[config.mk]
export PLATFORM = sky130hd
export DESIGN_NAME = pulse_rate_decoder_flat
export DESIGN_NICKNAME = d
export VERILOG_FILES = /design/src/rtl/pulse_rate_decoder_if.sv /design/src/rtl/pulse_rate_decoder.sv /design/src/flat_wrapper.sv
export SDC_FILE = /design/constraint.sdc
export NUM_CORES = 1
export LEC_CHECK = 0
export CORE_MARGIN = 3
export CORE_UTILIZATION = 40
export DETAILED_ROUTE_END_ITERATION = 7
export GPL_TIMING_DRIVEN = 0
export PLACE_DENSITY_LB_ADDON = 0.15
export SLEW_MARGIN = 20
export SYNTH_ARGS = -nofsm -noshare
export SYNTH_HDL_FRONTEND = slang
export SYNTH_SLANG_ARGS = --single-unit
export TNS_END_PERCENT = 30
[constraint.sdc]
create_clock -name ClockIn -period 4.6 [get_ports ClockIn]
set_input_delay 1.15 -clock ClockIn [delete_from_list [all_inputs] [get_ports ClockIn]]
set_output_delay 1.15 -clock ClockIn [all_outputs]
set_load 0.01 [all_outputs]
[src/rtl/pulse_rate_decoder_if.sv]
// Tick-stream input and recovered-speed outputs of the pulse rate decoder.
// The master drives the tick stream; the slave is the decoder itself.
interface pulse_rate_decoder_if;
    logic       PulseIn;
    logic [1:0] SpeedOut;
    logic       Valid;
    logic       Error;
    logic [3:0] PulseCount;

    modport master (
        output PulseIn,
        input  SpeedOut,
        input  Valid,
        input  Error,
        input  PulseCount
    );

    modport slave (
        input  PulseIn,
        output SpeedOut,
        output Valid,
        output Error,
        output PulseCount
    );
endinterface

[src/rtl/pulse_rate_decoder.sv]
// Measures the spacing of ticks on PulseIn and recovers the 2-bit speed code
// of the rate divider that produced them, locking once two intervals agree.
module pulse_rate_decoder #(
    parameter int unsigned CLOCK_FREQUENCY = 500,
    parameter int unsigned TOLERANCE       = 2
) (
    input  logic                 ClockIn,
    input  logic                 Reset,
    pulse_rate_decoder_if.slave  bus
);

    localparam int unsigned LIMIT = 4 * CLOCK_FREQUENCY + TOLERANCE + 1;
    localparam int unsigned CNT_W = $clog2(LIMIT + 1);

    typedef enum logic [1:0] {
        IDLE,
        ARMED,
        CAND,
        LOCKED
    } state_t;

    state_t           state_q, state_d;
    logic [CNT_W-1:0] int_cnt_q;
    logic [1:0]       cand_q, cand_d;
    logic [1:0]       speed_q, speed_d;
    logic             valid_q, valid_d;
    logic             error_q, error_d;
    logic [3:0]       count_q;

    logic             tick;
    logic             at_limit;
    logic [31:0]      m_wide;
    logic             class_ok;
    logic [1:0]       class_code;

    assign tick     = bus.PulseIn;
    assign at_limit = (int_cnt_q == CNT_W'(LIMIT));
    assign m_wide   = 32'(int_cnt_q);

    // Distance is taken on the larger-minus-smaller side so it never wraps.
    function automatic logic near(input logic [31:0] m, input logic [31:0] target);
        logic [31:0] diff;
        diff = (m >= target) ? (m - target) : (target - m);
        return diff <= 32'(TOLERANCE);
    endfunction

    always_comb begin
        class_ok   = 1'b1;
        class_code = 2'd0;
        if (m_wide == 32'd1) begin
            class_code = 2'd0;
        end else if (near(m_wide, 32'(CLOCK_FREQUENCY))) begin
            class_code = 2'd1;
        end else if (near(m_wide, 32'(2 * CLOCK_FREQUENCY))) begin
            class_code = 2'd2;
        end else if (near(m_wide, 32'(4 * CLOCK_FREQUENCY))) begin
            class_code = 2'd3;
        end else begin
            class_ok = 1'b0;
        end
    end

    // NOTE: every signal gets its hold/default value first, so no path through
    // the case statement can leave one unassigned and infer a latch.
    always_comb begin
        state_d = state_q;
        cand_d  = cand_q;
        speed_d = speed_q;
        valid_d = valid_q;
        error_d = 1'b0;
        if (tick) begin
            unique case (state_q)
                IDLE: state_d = ARMED;
                ARMED: begin
                    if (class_ok) begin
                        state_d = CAND;
                        cand_d  = class_code;
                    end else begin
                        error_d = 1'b1;
                    end
                end
                CAND: begin
                    if (!class_ok) begin
                        state_d = ARMED;
                        error_d = 1'b1;
                    end else if (class_code == cand_q) begin
                        state_d = LOCKED;
                        speed_d = cand_q;
                        valid_d = 1'b1;
                    end else begin
                        cand_d = class_code;
                    end
                end
                LOCKED: begin
                    if (!class_ok) begin
                        state_d = ARMED;
                        valid_d = 1'b0;
                        error_d = 1'b1;
                    end else if (class_code != speed_q) begin
                        state_d = CAND;
                        cand_d  = class_code;
                        valid_d = 1'b0;
                    end
                end
                default: state_d = IDLE;
            endcase
        end else if (state_q != IDLE && at_limit) begin
            state_d = IDLE;
            valid_d = 1'b0;
        end
    end

    // NOTE: sequential state uses non-blocking assignments so every register
    // samples the pre-edge values regardless of statement order.
    always_ff @(posedge ClockIn) begin
        if (Reset) begin
            state_q   <= IDLE;
            int_cnt_q <= '0;
            cand_q    <= 2'd0;
            speed_q   <= 2'd0;
            valid_q   <= 1'b0;
            error_q   <= 1'b0;
            count_q   <= 4'd0;
        end else begin
            state_q <= state_d;
            cand_q  <= cand_d;
            speed_q <= speed_d;
            valid_q <= valid_d;
            error_q <= error_d;
            if (tick) begin
                int_cnt_q <= CNT_W'(1);
                count_q   <= count_q + 4'd1;
            end else if (!at_limit) begin
                int_cnt_q <= int_cnt_q + CNT_W'(1);
            end
        end
    end

    assign bus.SpeedOut   = speed_q;
    assign bus.Valid      = valid_q;
    assign bus.Error      = error_q;
    assign bus.PulseCount = count_q;

endmodule
[src/flat_wrapper.sv]
// flat-port wrapper written by rule: the top's interface ports become plain ports
module pulse_rate_decoder_flat 
#(
    parameter int unsigned CLOCK_FREQUENCY = 500,
    parameter int unsigned TOLERANCE       = 2
)
  (ClockIn, Reset, bus_PulseIn, bus_SpeedOut, bus_Valid, bus_Error, bus_PulseCount);
  pulse_rate_decoder_if bus_i ();
  input  logic ClockIn;
  input  logic Reset;
  input wire logic [$bits(bus_i.PulseIn)-1:0] bus_PulseIn;
  output wire logic [$bits(bus_i.SpeedOut)-1:0] bus_SpeedOut;
  output wire logic [$bits(bus_i.Valid)-1:0] bus_Valid;
  output wire logic [$bits(bus_i.Error)-1:0] bus_Error;
  output wire logic [$bits(bus_i.PulseCount)-1:0] bus_PulseCount;
  assign bus_i.PulseIn = bus_PulseIn;
  assign bus_SpeedOut = bus_i.SpeedOut;
  assign bus_Valid = bus_i.Valid;
  assign bus_Error = bus_i.Error;
  assign bus_PulseCount = bus_i.PulseCount;
  pulse_rate_decoder #(.CLOCK_FREQUENCY(CLOCK_FREQUENCY), .TOLERANCE(TOLERANCE)) u_core (.ClockIn(ClockIn), .Reset(Reset), .bus(bus_i));
endmodule
* Word level (Yosys, flattened, before mapping) *
Cells that the tools add are included.

storage, ports and cells
  input port bits = 3
  logic and storage cells = 90
  output and inout bits = 8
  flip-flop bits (word level) = 23

operators by class
  bitwise gates (word level) = 2
  multiplexer cells = 35
  order comparisons = 6
  add/sub/neg operators = 8
  equal/unequal tests = 19
  reductions and logical operators = 12

operator list
  kind                                                              count
  less-or-equal comparator 32 x 2 -> 1 bit (second input constant)  3
  2-to-1 mux 32 bit                                                 3
  2-to-1 mux 2 bit                                                  16
  2-to-1 mux 1 bit                                                  13
  subtractor 10 x 11 -> 12 bit (first input constant)               1
  subtractor 11 x 10 -> 12 bit (second input constant)              1
  subtractor 11 x 11 -> 12 bit (first input constant)               1
  subtractor 11 x 11 -> 12 bit (second input constant)              1
  subtractor 11 x 9 -> 12 bit (second input constant)               1
  subtractor 9 x 11 -> 12 bit (first input constant)                1
  adder 11 x 1 -> 11 bit (second input constant)                    1
  == test 11 x 1 -> 1 bit (second input constant)                   1
  == test 11 bit (second input constant)                            1
  >= comparator 11 x 10 -> 1 bit (second input constant)            1
  >= comparator 11 bit (second input constant)                      1
  >= comparator 11 x 9 -> 1 bit (second input constant)             1
  inequality test 3 x 2 -> 1 bit (second input constant)            3
  inequality test 2 x 1 -> 1 bit (second input constant)            4
  inequality test 4 bit (second input constant)                     2
  case mux 2 bit (4 select lines)                                   1
  AND reduction 4 bit                                               2
  AND reduction 7 bit                                               1
  case mux 2 bit (3 select lines)                                   1
  OR reduction 3 bit                                                2
  other kinds (15)                                                  19

* Logic depth before layout (Yosys ltp) *
  depth after elaboration = 12
  mapped depth = 14
  gate-level depth less buffers = 12

* Worst setup path before layout *
OpenSTA, ideal clock, no wires.

  kind = reg-to-reg
  start point = reg u_core.int_cnt_q[3]
  end point = reg u_core.valid_q (netlist: u_core.bus.Valid)
  period minus slack after synthesis = 3,313 ps
  arrival = 3,193 ps
  library setup time = 120 ps
  cell stages (with the launch flop) = 14
  path slack = 1,287 ps
  required time = 4,480 ps
  path through = dfxtp_1 > buf_2 > inv_1 > ha_1 > clkbuf_1 > nand2b_1 > nor2_1 > nor3_1 > a311o_1 > o31a_1 > and2_1 > or4_1 > and4b_1 > o31a_1

on the way
  longest elaborated chain between the ends = 10

ends and longest elaborated chain
  item                                                                             line                       RTL
  start, declared                                                                  pulse_rate_decoder.sv:23   logic [CNT_W-1:0] int_cnt_q;
  start signal, assigned                                                           pulse_rate_decoder.sv:134  int_cnt_q <= int_cnt_q + CNT_W'(1);
  subtractor 11 x 11 -> 12 bit / >= comparator 11 bit (equally long branches)      pulse_rate_decoder.sv:43   diff = (m >= target) ? (m - target) : (target - m);
  2-to-1 mux 32 bit                                                                pulse_rate_decoder.sv:43
  less-or-equal comparator 32 x 2 -> 1 bit                                         pulse_rate_decoder.sv:44   return diff <= 32'(TOLERANCE);
  2-to-1 mux 2 bit / 2-to-1 mux 1 bit (equally long branches)                      pulse_rate_decoder.sv:56   end else if (near(m_wide, 32'(4 * CLOCK_FREQUENCY))) begin
  2-to-1 mux 2 bit / 2-to-1 mux 1 bit (equally long branches)                      pulse_rate_decoder.sv:54   end else if (near(m_wide, 32'(2 * CLOCK_FREQUENCY))) begin
  2-to-1 mux 2 bit / 2-to-1 mux 1 bit (equally long branches)                      pulse_rate_decoder.sv:52   end else if (near(m_wide, 32'(CLOCK_FREQUENCY))) begin
  2-to-1 mux 2 bit / 2-to-1 mux 1 bit (equally long branches)                      pulse_rate_decoder.sv:50   if (m_wide == 32'd1) begin
  inequality test 2 bit (tied with other cells)                                    pulse_rate_decoder.sv:99   end else if (class_code != speed_q) begin
  inequality test 4 bit (no source line) (tied with other cells)                   n/a
  AND reduction 5 bit (no source line) / 2-to-1 mux 1 bit (equally long branches)  n/a
  end signal, assigned                                                             pulse_rate_decoder.sv:128  valid_q <= valid_d;
  end, declared                                                                    pulse_rate_decoder.sv:26   logic valid_q, valid_d;

Parallel ways exist; a longest one is shown, timed or not.
A chain may end at the register's enable or synchronous reset.

* Final worst setup path *
  start point = reg u_core.int_cnt_q[3]
  end point = reg u_core.cand_q[0]

on the way
  longest elaborated chain between the ends = 10

ends and longest elaborated chain
  item                                                                                            line                       RTL
  subtractor 11 x 11 -> 12 bit / >= comparator 11 bit (equally long branches)                     pulse_rate_decoder.sv:43
  2-to-1 mux 32 bit                                                                               pulse_rate_decoder.sv:43
  less-or-equal comparator 32 x 2 -> 1 bit                                                        pulse_rate_decoder.sv:44
  2-to-1 mux 2 bit                                                                                pulse_rate_decoder.sv:56
  2-to-1 mux 2 bit                                                                                pulse_rate_decoder.sv:54
  2-to-1 mux 2 bit                                                                                pulse_rate_decoder.sv:52
  2-to-1 mux 2 bit                                                                                pulse_rate_decoder.sv:50
  inequality test 2 bit (tied with other cells)                                                   pulse_rate_decoder.sv:99
  inequality test 2 x 1 -> 1 bit (no source line) (tied with other cells)                         n/a
  AND reduction 7 bit (no source line) / case mux 2 bit (3 select lines) (equally long branches)  n/a
  end signal, assigned                                                                            pulse_rate_decoder.sv:126  cand_q <= cand_d;
  end, declared                                                                                   pulse_rate_decoder.sv:24   logic [1:0] cand_q, cand_d;

Parallel ways exist; a longest one is shown, timed or not. The select of a mux whose other input is x is not followed.

==> results.sh <==
export IMPL_cts_tree="done"
export IMPL_ys_flop_type="dfxtp_1"
export IMPL_p_seq_frac=0.539
export IMPL_clk_path_buf_depth=2
export IMPL_cts_root_buf="clkbuf_8"
export IMPL_hold_viol_final=0
export IMPL_cp_data_arrival_time_ns=4.14
export IMPL_finalSetupViolations=0
export IMPL_die_area_um2=6884
export IMPL_grt_max_degree=15
export IMPL_syn_area_per_cell_um2=7.873
export IMPL_yosysTopAreaCellShare=0.1943
export IMPL_syn2layout_area_growth_pct=10.08
export IMPL_grt_use_total=0.1861
export IMPL_ios=11
export IMPL_critPathMostFrequentCell="nor2_1"
export IMPL_die_y_um=82.97
export IMPL_clock_latency_ns=0.26
export IMPL_clock_sinks=23
export IMPL_cp_max_fo=10
export IMPL_power_density_nw_per_um2=150.3
export IMPL_viasPerCell=5.953
export IMPL_start_util=0.4226
export IMPL_path_cells="buf_2, inv_1, ha_1, clkbuf_1, nand2b_1, nor2_1, nor3_1, a311o_1, o31a_1, and2_1, or4_1, o2111ai_1, nor2_1, o221a_1"
export IMPL_drt_pass1_iter_count=5
export IMPL_critPathSlowestCell="or4_1"
export IMPL_cap_violations=0
export IMPL_async_reset_ff_frac=0
export IMPL_drt_iter0_markers=147
export IMPL_netlist_instances=301
export IMPL_p_leak_nw=0.9332
export IMPL_path_buf_inv=3
export IMPL_ys_types=66
export IMPL_num_rows=27
export IMPL_startpoint_type="register"
export IMPL_period_share=0.8642
export IMPL_max_freq_ghz=0.2516
export IMPL_antenna_left=0
export IMPL_dp_hpwl_um=4881
export IMPL_status="complete, no violations"
export IMPL_place_area_um2=2560
export IMPL_switching_power_uw=105.2
export IMPL_yosysTopAreaCell="dfxtp_1"
export IMPL_htree_num_levels=1
export IMPL_grt_pass1_vias=2141
export IMPL_crit_family="simple AND/OR/NAND/NOR gates"
export IMPL_fin_util=0.4652
export IMPL_clk_pin_slew_worst_paths_ns=0.09
export IMPL_hold_path_class="reg -> reg"
export IMPL_syn_num_nets=323
export IMPL_cts_resized=0
export IMPL_post_cts_buffers=0
export IMPL_antenna_found_initial=0
export IMPL_dp_cells=383
export IMPL_finalCriticalPeriod_ns=3.975
export IMPL_tightestPinTransition_ns=0.5906
export IMPL_end_kind="register"
export IMPL_synth_area_um2=2370
export IMPL_p_int_uw=286.9
export IMPL_place_ws_ns=0.6861
export IMPL_coreArea_um2=5608
export IMPL_yosys_warnings=0
export IMPL_drt_total_wl_um=6534
export IMPL_cts_made_buffers=3
export IMPL_final_max_slew_viol_count=0
export IMPL_fin_ws_ns=0.6249
export IMPL_gp_congestion=0.9313
export IMPL_p_sw_frac=0.2684
export IMPL_port_buffers=10
export IMPL_synth_edf_count=0
export IMPL_slew_headroom=0.5961
export IMPL_vdd_ir_drop_max_uv=154.7
export IMPL_tns_ns=0
export IMPL_wire_per_inst_um=16.88
export IMPL_fill_cells=584
export IMPL_grt_overflow=0
export IMPL_final_area_um2=2609
export IMPL_final_cells=387
export IMPL_critPathKind="reg -> reg"
export IMPL_rsz0062_at_grt="no"
export IMPL_combPwrFrac=0.135
export IMPL_die_x_um=82.97
export IMPL_synth_seq_cells=23
export IMPL_synth_area_top_cells="dfxtp_1 19%, ha_1 10%, xnor2_1 7.4%, nor2_1 4.8%, mux2i_1 4.6%"
export IMPL_ctsHoldBuffers=0
export IMPL_vias=2304
export IMPL_seq_area_frac_synth=0.1943
export IMPL_grt_pass1_wl_um=10750
export IMPL_antenna_cells=0
export IMPL_drc=0
export IMPL_skew_ns=0.003912
export IMPL_final_nets=338
export IMPL_max_stage_delay_ns=0.57
export IMPL_required_ns=4.76
export IMPL_p_clk_frac=0.327
export IMPL_drive_gt1_frac=0.08571
[stage by stage]
| stage | power [mW] | hold WS, ns |
|---|---|---|
| after floorplan | 0.2497 | 0.4689 |
| after global placement | 0.2675 | 0.4968 |
| after detailed placement | 0.2681 | 0.5033 |
| after CTS | 0.3955 | 0.5163 |
| after global routing | 0.4122 | 0.5542 |
| final | 0.3921 | 0.5164 |
[path summary, 6_finish.rpt]
path | slack [ns] | end | depth (start not counted) | from
worst max-delay path | 0.62 | u_core.cand_q[0] | 14 | u_core.int_cnt_q[3]
worst min-delay path | 0.52 | u_core.cand_q[1] | 2 | u_core.cand_q[1]
worst max register to register | 0.62 | u_core.cand_q[0] | 14 | u_core.int_cnt_q[3]
worst min register to register | 0.52 | u_core.cand_q[1] | 2 | u_core.cand_q[1]
[power groups by stage]
| stage | logic (mW) | registers (mW) | clock network [mW] |
|---|---|---|---|
| finish | 0.0529 | 0.211 | 0.128 |
| global route | 0.0592 | 0.212 | 0.141 |
| CTS | 0.0525 | 0.211 | 0.132 |
| detailed placement | 0.0523 | 0.216 | 0 |
| global placement | 0.0520 | 0.216 | 0 |
| floorplan | 0.0345 | 0.215 | 0 |
[routing by layer]
| metal | global-route usage | vias up | part of all wire |
|---|---|---|---|
| li1 | - | 1125 | - |
| met4 | 0.04458 | 0 | 0.013 |
| met5 | 0 | - | 0 |
| met1 | 0.2611 | 1091 | 0.48 |
| met2 | 0.2923 | 74 | 0.45 |
| met3 | 0.03671 | 14 | 0.055 |
[synthesized netlist by cell type, types with 2 or more instances]
master     number
nor2_1         30
dfxtp_1        23
xnor2_1        20
ha_1           19
nand2_1        19
a21oi_1        14
inv_1          13
nand3_1        13
buf_2          11
mux2i_1        11
nand4_1        10
nor3_1          9
o21ai_0         9
clkbuf_1        8
a31oi_1         6
nand2b_1        5
nor2b_1         5
xor2_1          5
a21o_1          3
o21a_1          3
o31a_1          3
a211oi_1        2
a21boi_0        2
a22oi_1         2
a311oi_1        2
and2_1          2
and3_1          2
and4_1          2
and4b_1         2
nand3b_1        2
nor3b_1         2
nor4_1          2
nor4b_1         2
o2111ai_1       2
o21ai_1         2
o31ai_1         2
or2_2           2
or4_1           2
[worst reg2reg max path, stage by stage, from the launching register on]
cell and delay, ns:
dfxtp_1 0.47, buf_2 0.29, inv_1 0.21, ha_1 0.23, clkbuf_1 0.22, nand2b_1 0.27
nor2_1 0.12, nor3_1 0.06, a311o_1 0.33, o31a_1 0.33, and2_1 0.22, or4_1 0.57
o2111ai_1 0.17, nor2_1 0.13, o221a_1 0.26
[area by class of cell]
type | instances | area, um2 | share of cell area
multi-input cells | 244 | 1760 | 0.6748
flip-flops and latches | 23 | 460.4 | 0.1765
clock inverters | 1 | 7.507 | 0.002878
clock buffers | 3 | 41.29 | 0.01583
repair buffers | 10 | 100.1 | 0.03837
plain buffers | 21 | 100.1 | 0.03837
inverters | 13 | 48.80 | 0.01871
well taps | 72 | 90.09 | 0.03453
[cell usage in the layout, fill, tap and decap left out, types with 6 or more instances in the layout]
cell type        count
clkbuf_1             8
nand4_1             10
nand3_1             13
clkdlybuf4s50_1     10
o21ai_0              9
nand2_1             19
inv_1               13
a31oi_1              6
ha_1                19
xnor2_1             20
a21oi_1             14
nor3_1               9
mux2i_1             11
buf_2               11
nor2_1              30
dfxtp_1             23
[sequential cells by signal, indices dropped and copies added (netlist names)]
| name | flops |
|---|---|
| u_core.bus.Error | 1 |
| u_core.bus.PulseCount | 4 |
| u_core.bus.SpeedOut | 2 |
| u_core.bus.Valid | 1 |
| u_core.cand_q | 2 |
| u_core.int_cnt_q | 11 |
| u_core.state_q | 2 |
[cell families (layout without fill, tap and decap cells)]
| kind of cell | after synthesis | count (layout) | synth area share |
|---|---|---|---|
| AO/OA/AOI/OAI | 68 | 68 | 0.2223 |
| XOR/XNOR | 25 | 25 | 0.09240 |
| multiplexers | 12 | 12 | 0.05122 |
| AND/OR/NAND/NOR | 120 | 120 | 0.2767 |
| buffers and inverters | 34 | 48 | 0.06283 |
| flip-flops | 23 | 23 | 0.1943 |
| adder cells (fa/ha/maj) | 19 | 19 | 0.1003 |
Power figures use the tool's default switching activity.
